$ cat src/rtl/multicycle_sequencer.sv
// ============================================================================
// Module   : multicycle_sequencer
// Brief    : Multi-cycle FETCH/DECODE/EXECUTE/WRITEBACK sequencer for the
//            R-type core; owns PC, retired counter and fault trapping.
// Revision : 1.0 - initial release
// ============================================================================
`default_nettype none

module multicycle_sequencer #(
   parameter logic [31:0] RESET_PC      = 32'h0000_0000,
   parameter int unsigned FETCH_TIMEOUT = 8
) (
   input  logic        clock,
   input  logic        reset,
   input  logic        start,
   input  logic        halt_req,
   output logic        imem_req,
   output logic [31:0] imem_addr,
   input  logic        imem_ready,
   input  logic [31:0] imem_rdata,
   output logic [6:0]  opcode,
   output logic [2:0]  funct3,
   output logic [6:0]  funct7,
   output logic [4:0]  rs1,
   output logic [4:0]  rs2,
   output logic [4:0]  rd,
   input  logic        regwrite_control,
   input  logic [3:0]  alu_control_in,
   output logic [3:0]  alu_control,
   output logic        reg_write_en,
   output logic [31:0] pc,
   output logic [31:0] retired_count,
   output logic        busy,
   output logic [1:0]  fault_cause
);

   localparam logic [31:0] C_TIMEOUT       = 32'(FETCH_TIMEOUT);
   localparam logic [1:0]  C_FAULT_NONE    = 2'b00;
   localparam logic [1:0]  C_FAULT_ILLEGAL = 2'b01;
   localparam logic [1:0]  C_FAULT_TIMEOUT = 2'b10;

   typedef enum logic [2:0] {
      S_IDLE      = 3'd0,
      S_FETCH     = 3'd1,
      S_DECODE    = 3'd2,
      S_EXECUTE   = 3'd3,
      S_WRITEBACK = 3'd4,
      S_TRAP      = 3'd5
   } state_t;

   state_t      state_q, state_d;
   logic [31:0] pc_q, pc_d;
   logic [31:0] ir_q, ir_d;
   logic [3:0]  alu_q, alu_d;
   logic [31:0] retired_q, retired_d;
   logic [31:0] tmo_q, tmo_d;
   logic [1:0]  fault_q, fault_d;

   always_ff @(posedge clock or posedge reset) begin
      if (reset) begin
         state_q   <= S_IDLE;
         pc_q      <= RESET_PC;
         ir_q      <= 32'd0;
         alu_q     <= 4'd0;
         retired_q <= 32'd0;
         tmo_q     <= 32'd0;
         fault_q   <= C_FAULT_NONE;
      end else begin
         state_q   <= state_d;
         pc_q      <= pc_d;
         ir_q      <= ir_d;
         alu_q     <= alu_d;
         retired_q <= retired_d;
         tmo_q     <= tmo_d;
         fault_q   <= fault_d;
      end
   end

   always_comb begin
      state_d   = state_q;
      pc_d      = pc_q;
      ir_d      = ir_q;
      alu_d     = alu_q;
      retired_d = retired_q;
      tmo_d     = tmo_q;
      fault_d   = fault_q;
      case (state_q)
         S_IDLE: begin
            if (start) state_d = S_FETCH;
         end
         S_FETCH: begin
            // ready wins over an expiring timeout on the same cycle
            if (imem_ready) begin
               ir_d    = imem_rdata;
               tmo_d   = 32'd0;
               state_d = S_DECODE;
            end else begin
               tmo_d = tmo_q + 32'd1;
               if ((C_TIMEOUT != 32'd0) && (tmo_d == C_TIMEOUT)) begin
                  state_d = S_TRAP;
                  fault_d = C_FAULT_TIMEOUT;
               end
            end
         end
         S_DECODE: begin
            if (regwrite_control) begin
               alu_d   = alu_control_in;
               state_d = S_EXECUTE;
            end else begin
               state_d = S_TRAP;
               fault_d = C_FAULT_ILLEGAL;
            end
         end
         S_EXECUTE: begin
            state_d = S_WRITEBACK;
         end
         S_WRITEBACK: begin
            pc_d      = pc_q + 32'd4;
            retired_d = retired_q + 32'd1;
            state_d   = halt_req ? S_IDLE : S_FETCH;
         end
         S_TRAP: begin
            state_d = S_TRAP;
         end
         default: begin
            state_d = S_IDLE;
         end
      endcase
   end

   // Strobes decode from state only so reset removes them without a clock edge
   assign imem_req      = (state_q == S_FETCH);
   assign imem_addr     = imem_req ? pc_q : 32'd0;
   assign busy          = (state_q == S_FETCH) || (state_q == S_DECODE) ||
                          (state_q == S_EXECUTE) || (state_q == S_WRITEBACK);
   assign reg_write_en  = (state_q == S_WRITEBACK) && (ir_q[11:7] != 5'd0);

   assign opcode        = ir_q[6:0];
   assign funct3        = ir_q[14:12];
   assign funct7        = ir_q[31:25];
   assign rs1           = ir_q[19:15];
   assign rs2           = ir_q[24:20];
   assign rd            = ir_q[11:7];

   assign alu_control   = alu_q;
   assign pc            = pc_q;
   assign retired_count = retired_q;
   assign fault_cause   = fault_q;

endmodule

`default_nettype wire

$ cat config.mk
export PLATFORM = sky130hd
export DESIGN_NAME = multicycle_sequencer
export DESIGN_NICKNAME = d
export VERILOG_FILES = /design/src/rtl/multicycle_sequencer.sv
export SDC_FILE = /design/constraint.sdc
export NUM_CORES = 1
export LEC_CHECK = 0
export CORE_ASPECT_RATIO = 0.8
export CORE_MARGIN = 4
export CORE_UTILIZATION = 35
export DETAILED_ROUTE_END_ITERATION = 16
export SLEW_MARGIN = 25
export SYNTH_ARGS = -nofsm -noshare
export SYNTH_HDL_FRONTEND = slang
export SYNTH_SLANG_ARGS = --single-unit
$ cat constraint.sdc
create_clock -name clock -period 14.34 [get_ports clock]
set_clock_uncertainty 0.2 [all_clocks]
set_input_delay 2.868 -clock clock [delete_from_list [all_inputs] [get_ports clock]]
set_output_delay 2.868 -clock clock [all_outputs]
set_load 0.1 [all_outputs]
==> summary.txt <==
Worst setup path
  – Crit path kind: flip-flop to primary output
  – Worst Setup Start Kind: flip-flop
  – Crit path max-delay family: buffers and inverters
  – Worst R2R End: tmo_q[23]
  – Worst-path fanout max: 38
  – Buf+Inv Stages, Crit Path: 3
  – Worst Reg-to-Reg Cells: 6
  – Launch point of the worst reg-to-reg path: state_q[0]
  – Crit-path slowest cell: clkdlybuf4s50_1
  – CP endpoint kind: primary output
  – Critical Path Max Stage Delay: 1230 ps
  – CP arrival: 3360 ps
  – CP Cell Sequence: nand2_1 -> buf_4 -> inv_1 -> clkdlybuf4s50_1
  – Worst R2R Setup Slack: 11,020 ps
  – Critical Path RT: 11,270 ps

Synthesis
  – Seq/Total Area, Yosys: 49.30%
  – Synth top cells by count: 135 x dfrtp_1, 72 x nand2_1, 58 x xnor2_1
  – Number of synthesized flops with an enable pin: 0
  – Dominant synthesized flop cell: dfrtp_1
  – Synth Warn #: 0
  – Syn Inst Count: 674
  – Adder and majority gate portion of the synthesized area: 0.7303%
  – Largest family of logic cells by synthesized area: simple AND/OR/NAND/NOR gates
  – Syn Std Cell Area: 6853 um2
  – Top-count cell post-synth: dfrtp_1
  – Post-synthesis compound-gate area fraction: 8.636%
  – Synth Register Bits: 135
  – Distinct cells, synth: 54
  – Synth top area share: 49.30%
  – Xor/xnor share of the synthesized area: 9.074%
  – Multiplexer area fraction after synthesis: 6.536%
  – Async S/R FF share, synth: 100.0%
  – Synth area leader: dfrtp_1
  – Mean post-synth cell area: 10.17 um2
  – Top cells by area, synth: dfrtp_1 49%, xnor2_1 7.4%, mux2_2 6.2%
  – Synth Area in Simple Gates: 22.26%

Global routing
  – Largest net degree at the start of global routing: 71
  – Initial antenna violation count: 0
  – Overall Global Routing Usage: 16.45%
  – First-pass GRT wire length: 28,820 um
  – Overflow left after global routing: 0
  – Vias in the first global route: 5,406

Die
  – Number of core rows: 45
  – Die area: 21,900 um2
  – # IOs: 179
  – Chip Height: 133.2 um
  – Die width: 164.4 um
  – Starting Density: 35.90%
  – Core Box Area: 19,090 um2

Pwr
  – VDD IR max: 0.0002207 V
  – Power Density: 210.0 nW/um2
  – Leakage: 0.003921 uW
  – Pwr Total: 1984 uW

CTS
  – Clock transition at the registers of the reported paths: 60 ps
  – CTS tree: built
  – Post-CTS setup buffer count: 0
  – Root Driver: clkbuf_16
  – CTS HTree Levels: 4
  – CTS sink cnt: 135
  – Clock Latency Late Sink: 420 ps
  – Num CTS Buffers: 17
  – Clock tree buffer depth: 2
  – Post-CTS sizing: 0
  – CTS Hold Bufs: 0

Placement
  – GP Congestion: 0.8371
  – HPWL after DPL: 12,530 um
  – IO Port Bufs: 174
  – Worst slack at placement: 8353 ps

STA
  – Worst-margin pin slew: 1031 ps
  – Final worst slack: 7910 ps
  – WHS: 279.0 ps
  – Max Slew Vio Count: 0
  – Final setup violation count: 0
  – Crit path time final: 6430 ps
  – Fmax: 0.1555 GHz
  – Final Hold Fails: 0
  – Slew Limit Headroom: 31.04%
  – Total negative slack: 0 ps
  – RSZ-0062 raised after global routing: false
  – Fin crit share: 44.84%

Worst hold path
  – Hold depth: 1
  – Hold wc startpoint: retired_count[31]
  – Worst hold path endpoint: retired_count[31]
  – Hold crit path type: flip-flop to flip-flop

Cells and area
  – Seq. cell area: 3378 um2
  – Layout cells sized above 1: 12.03%
  – Final nets: 882
  – Area of the multi-input gates: 3258 um2
  – Area growth, synth to finish: 37.87%
  – Fillers: 1,725
  – Diodes inserted: 0

Drt
  – Routed WL: 17,830 um
  – DR WL/cell: 16.12 um
  – Via count: 5,547
  – DRC errors left: 0
  – First drt pass iteration count: 4
  – DRC marker count from the first detailed-route iteration: 328
  – Drt via density: 5.015
  – Post-route antenna net violation count: 0

Run
  – Max-Cap Viols: 0

Status
  – Status: finished clean
[area by class of cell]
type                            instances  area share (%)
Timing Repair Buffer                  182           19.07
Tap cell                              258           3.417
Multi-Input combinational cell        491           34.49
Inverter                                9          0.4105
Sequential cell                       135           35.76
Clock buffer                           17           4.503
Clock inverter                         14           2.357
[logic make-up after synthesis]
group | count (synthesis)
other | 1
and+or+nand+nor | 273
muxes | 40
xor gates and xnor gates | 71
AOI/OAI and AO/OA | 99
adders and majority gates | 4
buffers and inverters | 51
DFF | 135
[per-stage QoR]
step	std cells	utilization [%]	cell area, um2
2_1_floorplan	677	-	6864
3_3_place_gp	1075	46.07	8793
3_5_place_dp	1075	46.07	8793
4_1_cts	1106	49.47	9442
5_1_grt	1106	49.50	9448
6_report	1106	49.50	9448
[power breakdown]
| part | switching (uW) | internal, uW |
|---|---|---|
| Clock | 172 | 310 |
| Combinational | 722 | 238 |
| Sequential | 84.0 | 458 |
[cell usage in the layout, fill, tap and decap left out, types with 4 or more instances in the layout]
cell | Yosys | routed
dfrtp_1 | 135 | 135
o31ai_1 | 12 | 12
nand2_1 | 72 | 72
xor2_1 | 13 | 13
or2_2 | 7 | 7
nand3_1 | 30 | 30
ha_1 | 4 | 4
nor3_1 | 18 | 18
nor2_1 | 30 | 30
bufinv_16 | 0 | 5
a21oi_1 | 17 | 17
conb_1 | 1 | 4
o21ai_0 | 46 | 46
and3_1 | 48 | 48
buf_4 | 7 | 8
and4_1 | 7 | 7
a31oi_1 | 6 | 6
inv_6 | 0 | 4
clkdlybuf4s50_1 | 0 | 174
clkbuf_16 | 0 | 17
nand4_1 | 27 | 27
xnor2_1 | 58 | 58
inv_1 | 9 | 8
mux2_2 | 38 | 38
[routing by layer]
| layer | vias to the layer above | wire length (um) | GRT usage [%] |
|---|---|---|---|
| li1 | 2740 | - | - |
| met1 | 2620 | 8265 | 22.57 |
| met2 | 172 | 7810 | 24.59 |
| met3 | 15 | 1562 | 6.062 |
| met4 | 0 | 193 | 4.527 |
| met5 | - | 0 | 0 |
[worst register-to-register path, stage by stage (launching register included)]
cell	delay, ps
dfrtp_1	970
nand2_1	100
buf_4	270
inv_1	380
nand2b_1	500
or4_2	680
o21ai_0	150
[worst max path at each step]
stage	start	endpoint	depth (start not counted)
floorplan	reset	alu_control[0]	1
global placement	state_q[0]	imem_req	4
detailed placement	state_q[0]	imem_req	4
CTS	state_q[0]	imem_req	4
global route	state_q[0]	imem_req	4
finish	state_q[0]	imem_req	4
[state kept, by name, indices dropped and copies added (netlist names)]
signal         cells
ir_q              32
retired_count     32
tmo_q             32
pc                30
alu_control        4
state_q            3
fault_cause        2
No activity file was read; power rests on OpenSTA's default activity.
==> patch 1, RTL diff (same flow settings) <==
Put one more register stage on the output `retired_count`, with the module's reset. The value now appears one clock later. The other outputs are not delayed to match.
--- a/src/rtl/multicycle_sequencer.sv
+++ b/src/rtl/multicycle_sequencer.sv
@@ -145,5 +145,11 @@
    assign alu_control   = alu_q;
    assign pc            = pc_q;
-   assign retired_count = retired_q;
+   always_ff @(posedge clock or posedge reset) begin
+      if (reset) begin
+         retired_count <= '0;
+      end else begin
+         retired_count <= retired_q;
+      end
+   end
    assign fault_cause   = fault_q;
 
Behaviour: not the same (Yosys sat finds a counterexample within 10 cycles, from zero or initial values and one cycle with reset high).
==> patch 1 against the original RTL <==
Setup slack improved by 230 ps; synthesized area grew 11%; first-iteration DRC count is 8.5% higher; sequential power rose by 14%; total power is 2.4% higher; cell area up 7.6%; sequential share of layout area increased by 5.4 points; sequential cell count increased by 32; wire length rose by 6.1%; critical path type unchanged.
==> patch 1: results <==
export IMPL_cpPeakStageDelay_ps=1160
export IMPL_startpoint="state_q[2]"
export IMPL_synthTopCellsByArea="dfrtp_1 55%, xnor2_1 6.5%, mux2_2 5.3%, and3_1 3.9%, o21ai_0 3.0%"
export IMPL_placed_area_mm2=0.009547
export IMPL_wl_met3_um=1957
export IMPL_nFillCells=1911
export IMPL_reg2reg_depth=7
export IMPL_worstPathArrival_ps=3130
export IMPL_grt_usage_pct=15.68
export IMPL_tightest_slew_ps=1048
export IMPL_outcome="finished clean"
export IMPL_synth_commonest_cells="167 x dfrtp_1, 56 x xnor2_1, 52 x nand2_1"
export IMPL_hold_depth=0
export IMPL_fin_nets=899
export IMPL_first_global_vias=5517
export IMPL_ys_types=50
export IMPL_vias=5747
export IMPL_drive_above_1_share_pct=10.62
export IMPL_instances_no_fill=1135
export IMPL_met3_usage_pct=7.565
export IMPL_powerDensity_mw_per_mm2=199.8
export IMPL_ys_seq_area_share_pct=55.02
export IMPL_leakage_uw=0.004350
export IMPL_grt_max_degree=96
export IMPL_power_clock_uw=465
patch 1: cell types whose count changed after synthesis, moves of 4 or more:
| cell | before | now |
|---|---|---|
| a21oi_1 | 17 | 11 |
| a31oi_1 | 6 | 13 |
| and2_1 | 1 | 6 |
| dfrtp_1 | 135 | 167 |
| nand2_1 | 72 | 52 |
| o31ai_1 | 12 | 16 |
| xor2_1 | 13 | 17 |
patch 1: final cells by class:
cell class	instances	share of cell area, %
Tap cell	269	3.311
Clock inverter	14	1.588
Sequential cell	167	41.11
Timing Repair Buffer	181	17.85
Clock buffer	18	4.222
Multi-Input combinational cell	475	31.46
Inverter	11	0.4554
patch 1: cell families (layout without fill, tap and decap cells):
kind of cell,count (synthesis),in the layout,share of synthesized area (%)
and+or+nand+nor,254,254,19.04
DFF,167,167,55.02
AOI/OAI and AO/OA,101,101,8.055
xor gates and xnor gates,73,73,8.417
buffers and inverters,53,224,3.031
muxes,39,39,5.732
adders and majority gates,4,4,0.6589
other,1,4,0.04937
patch 1: stage by stage:
| step | util, % | setup slack, ps |
|---|---|---|
| after global routing | 48.42 | 7958 |
| after detailed placement | 45.47 | 8600 |
| after CTS | 48.29 | 8132 |
| after global placement | 45.47 | 8655 |
| after floorplan | - | 6754 |
| final | 48.42 | 8141 |
patch 1: worst max-delay path, delay by kind of cell (launching register included):
kind	cells	cell delay (ps)
AND/OR/NAND/NOR	2	300
flip-flops	1	480
buffers and inverters	4	1900
patch 1: worst min path at each step:
stage	start	end	slack, ps
2_1_floorplan	retired_q[31]	retired_count[31]	170
3_3_place_gp	retired_q[31]	retired_count[31]	190
3_5_place_dp	retired_q[31]	retired_count[31]	190
4_1_cts	retired_q[31]	retired_count[31]	210
5_1_grt	retired_q[31]	retired_count[31]	210
6_report	retired_q[31]	retired_count[31]	200
==> patch 2, RTL diff (same flow settings) <==
Made on the original files. Change the parameter `FETCH_TIMEOUT` from 8 to 7.
--- a/src/rtl/multicycle_sequencer.sv
+++ b/src/rtl/multicycle_sequencer.sv
@@ -9,5 +9,5 @@
 module multicycle_sequencer #(
    parameter logic [31:0] RESET_PC      = 32'h0000_0000,
-   parameter int unsigned FETCH_TIMEOUT = 8
+   parameter int unsigned FETCH_TIMEOUT = 7
 ) (
    input  logic        clock,
Check against the original RTL: not equivalent (a bounded check fails within 10 cycles, from zero or initial values and one cycle with reset high).
==> patch 2 against the original RTL <==
Count of clock-buffer cells in the layout up 1; total power down 4.1%; cell area up 0.19%; wire length up 1.5%; largest cell class unchanged; synthesized area up 1.5%; clock power down 8.5%; first-iteration DRC count down 5.8%; synthesized cell count up 2.1%; sequential power down 3%; sequential cell count unchanged; global-route usage down 0.11 points; setup slack better by 140 ps.
==> patch 2: results <==
export IMPL_dp_final_hpwl_um=12860
export IMPL_routedWlPerCell_um=16.14
export IMPL_cts_setup_buffers=0
export IMPL_ys_types=59
export IMPL_cts_resized=0
export IMPL_grt_pass1_wl_um=29860
export IMPL_yosys_warnings=0
export IMPL_pre_cts_ws_ps=8472
export IMPL_setup_ws_ps=8050
export IMPL_grt_usage_pct=16.34
export IMPL_cts_buffer_depth=2
export IMPL_path_delay_family="buffers and inverters"
export IMPL_cts_buffers=17
export IMPL_first_global_vias=5631
export IMPL_drtIter0Drc=309
export IMPL_async_reset_ff_share_pct=100.0
export IMPL_synthTopCellsByArea="dfrtp_1 49%, xnor2_1 6.3%, mux2_2 6.2%, and3_1 3.8%, nand2_1 3.7%"
export IMPL_antenna_found_initial=0
export IMPL_cp_slowest_cell="clkdlybuf4s50_1"
export IMPL_port_buffers=174
export IMPL_diodes=0
export IMPL_first_pass_iters=5
export IMPL_slew_headroom_pct=30.68
export IMPL_cpPeakStageDelay_ps=1220
export IMPL_leakage_uw=0.003947
export IMPL_synth_compound_area_share_pct=8.563
export IMPL_clkPwrFrac_pct=23.2
export IMPL_clk_pin_slew_worst_paths_ps=60
export IMPL_yosys_area_share_adder_pct=0.7196
export IMPL_worstPathArrival_ps=3220
export IMPL_synth_commonest_cells="135 x dfrtp_1, 69 x nand2_1, 50 x xnor2_1"
export IMPL_root_buffer="clkbuf_16"
export IMPL_outcome="finished clean"
export IMPL_fin_nets=896
export IMPL_nFillCells=1817
export IMPL_ys_seq_area_share_pct=48.57
export IMPL_clock_latency_ps=420
export IMPL_power_frac_comb_pct=49.2
export IMPL_grt_max_degree=70
export IMPL_peakVddDrop_uv=224.5
export IMPL_synth_xor_area_share_pct=9.444
export IMPL_place_congestion=0.8181
export IMPL_hp_class="register to register"
export IMPL_swShare_pct=50.15
export IMPL_synth_most_common_cell="dfrtp_1"
export IMPL_vias=5667
export IMPL_synth_mux_area_share_pct=6.584
export IMPL_critPathMaxFanout=29
export IMPL_rrSetupSlack_ps=11140
export IMPL_cts_htree_levels=4
export IMPL_drive_above_1_share_pct=11.82
[patch 2: metal layers]
layer  global-route usage (%)  part of all wire (%)
met5                        0                     0
met4                    4.077                  0.71
met3                    7.661                   9.6
met2                    23.28                    42
met1                    22.50                    47
[patch 2: final cells by class]
type / count / area [um2] / share of cell area, %
Clock buffer: 18 / 439.2 / 4.640
Inverter: 14 / 57.56 / 0.6081
Multi-Input combinational cell: 498 / 3266 / 34.50
Clock inverter: 14 / 165.2 / 1.745
Timing Repair Buffer: 184 / 1837 / 19.41
Sequential cell: 135 / 3378 / 35.69
Tap cell: 258 / 322.8 / 3.410
[patch 2: stage by stage]
stage / instance area [um2] / power, uW / cells / hold WS [ps] / utilization (%)
4_1_cts: 9438 / 1924 / 1120 / 278.0 / 49.01
6_report: 9465 / 1903 / 1121 / 267.1 / 49.16
5_1_grt: 9465 / 1993 / 1121 / 313.7 / 49.16
2_1_floorplan: 6967 / 1243 / 691 / 293.2 / -
3_5_place_dp: 8833 / 1469 / 1088 / 265.7 / 45.87
3_3_place_gp: 8833 / 1466 / 1088 / 261.7 / 45.87
[patch 2: logic make-up (layout without fill, tap and decap cells)]
| family | after synthesis | in the layout |
|---|---|---|
| muxes | 41 | 41 |
| adders and majority gates | 4 | 4 |
| xor gates and xnor gates | 75 | 75 |
| and+or+nand+nor | 278 | 278 |
| DFF | 135 | 135 |
| AOI/OAI and AO/OA | 96 | 96 |
| buffers and inverters | 58 | 230 |
| other | 1 | 4 |
[patch 2: final timing paths]
check / end / cells after the start / from
max in group asynchronous: state_q[1] / 4 / reset
max: imem_req / 6 / state_q[1]
min in group asynchronous: ir_q[25] / 2 / reset
max reg2reg: fault_cause[0] / 8 / tmo_q[1]
min reg2reg: retired_count[31] / 1 / retired_count[31]
min: retired_count[31] / 1 / retired_count[31]
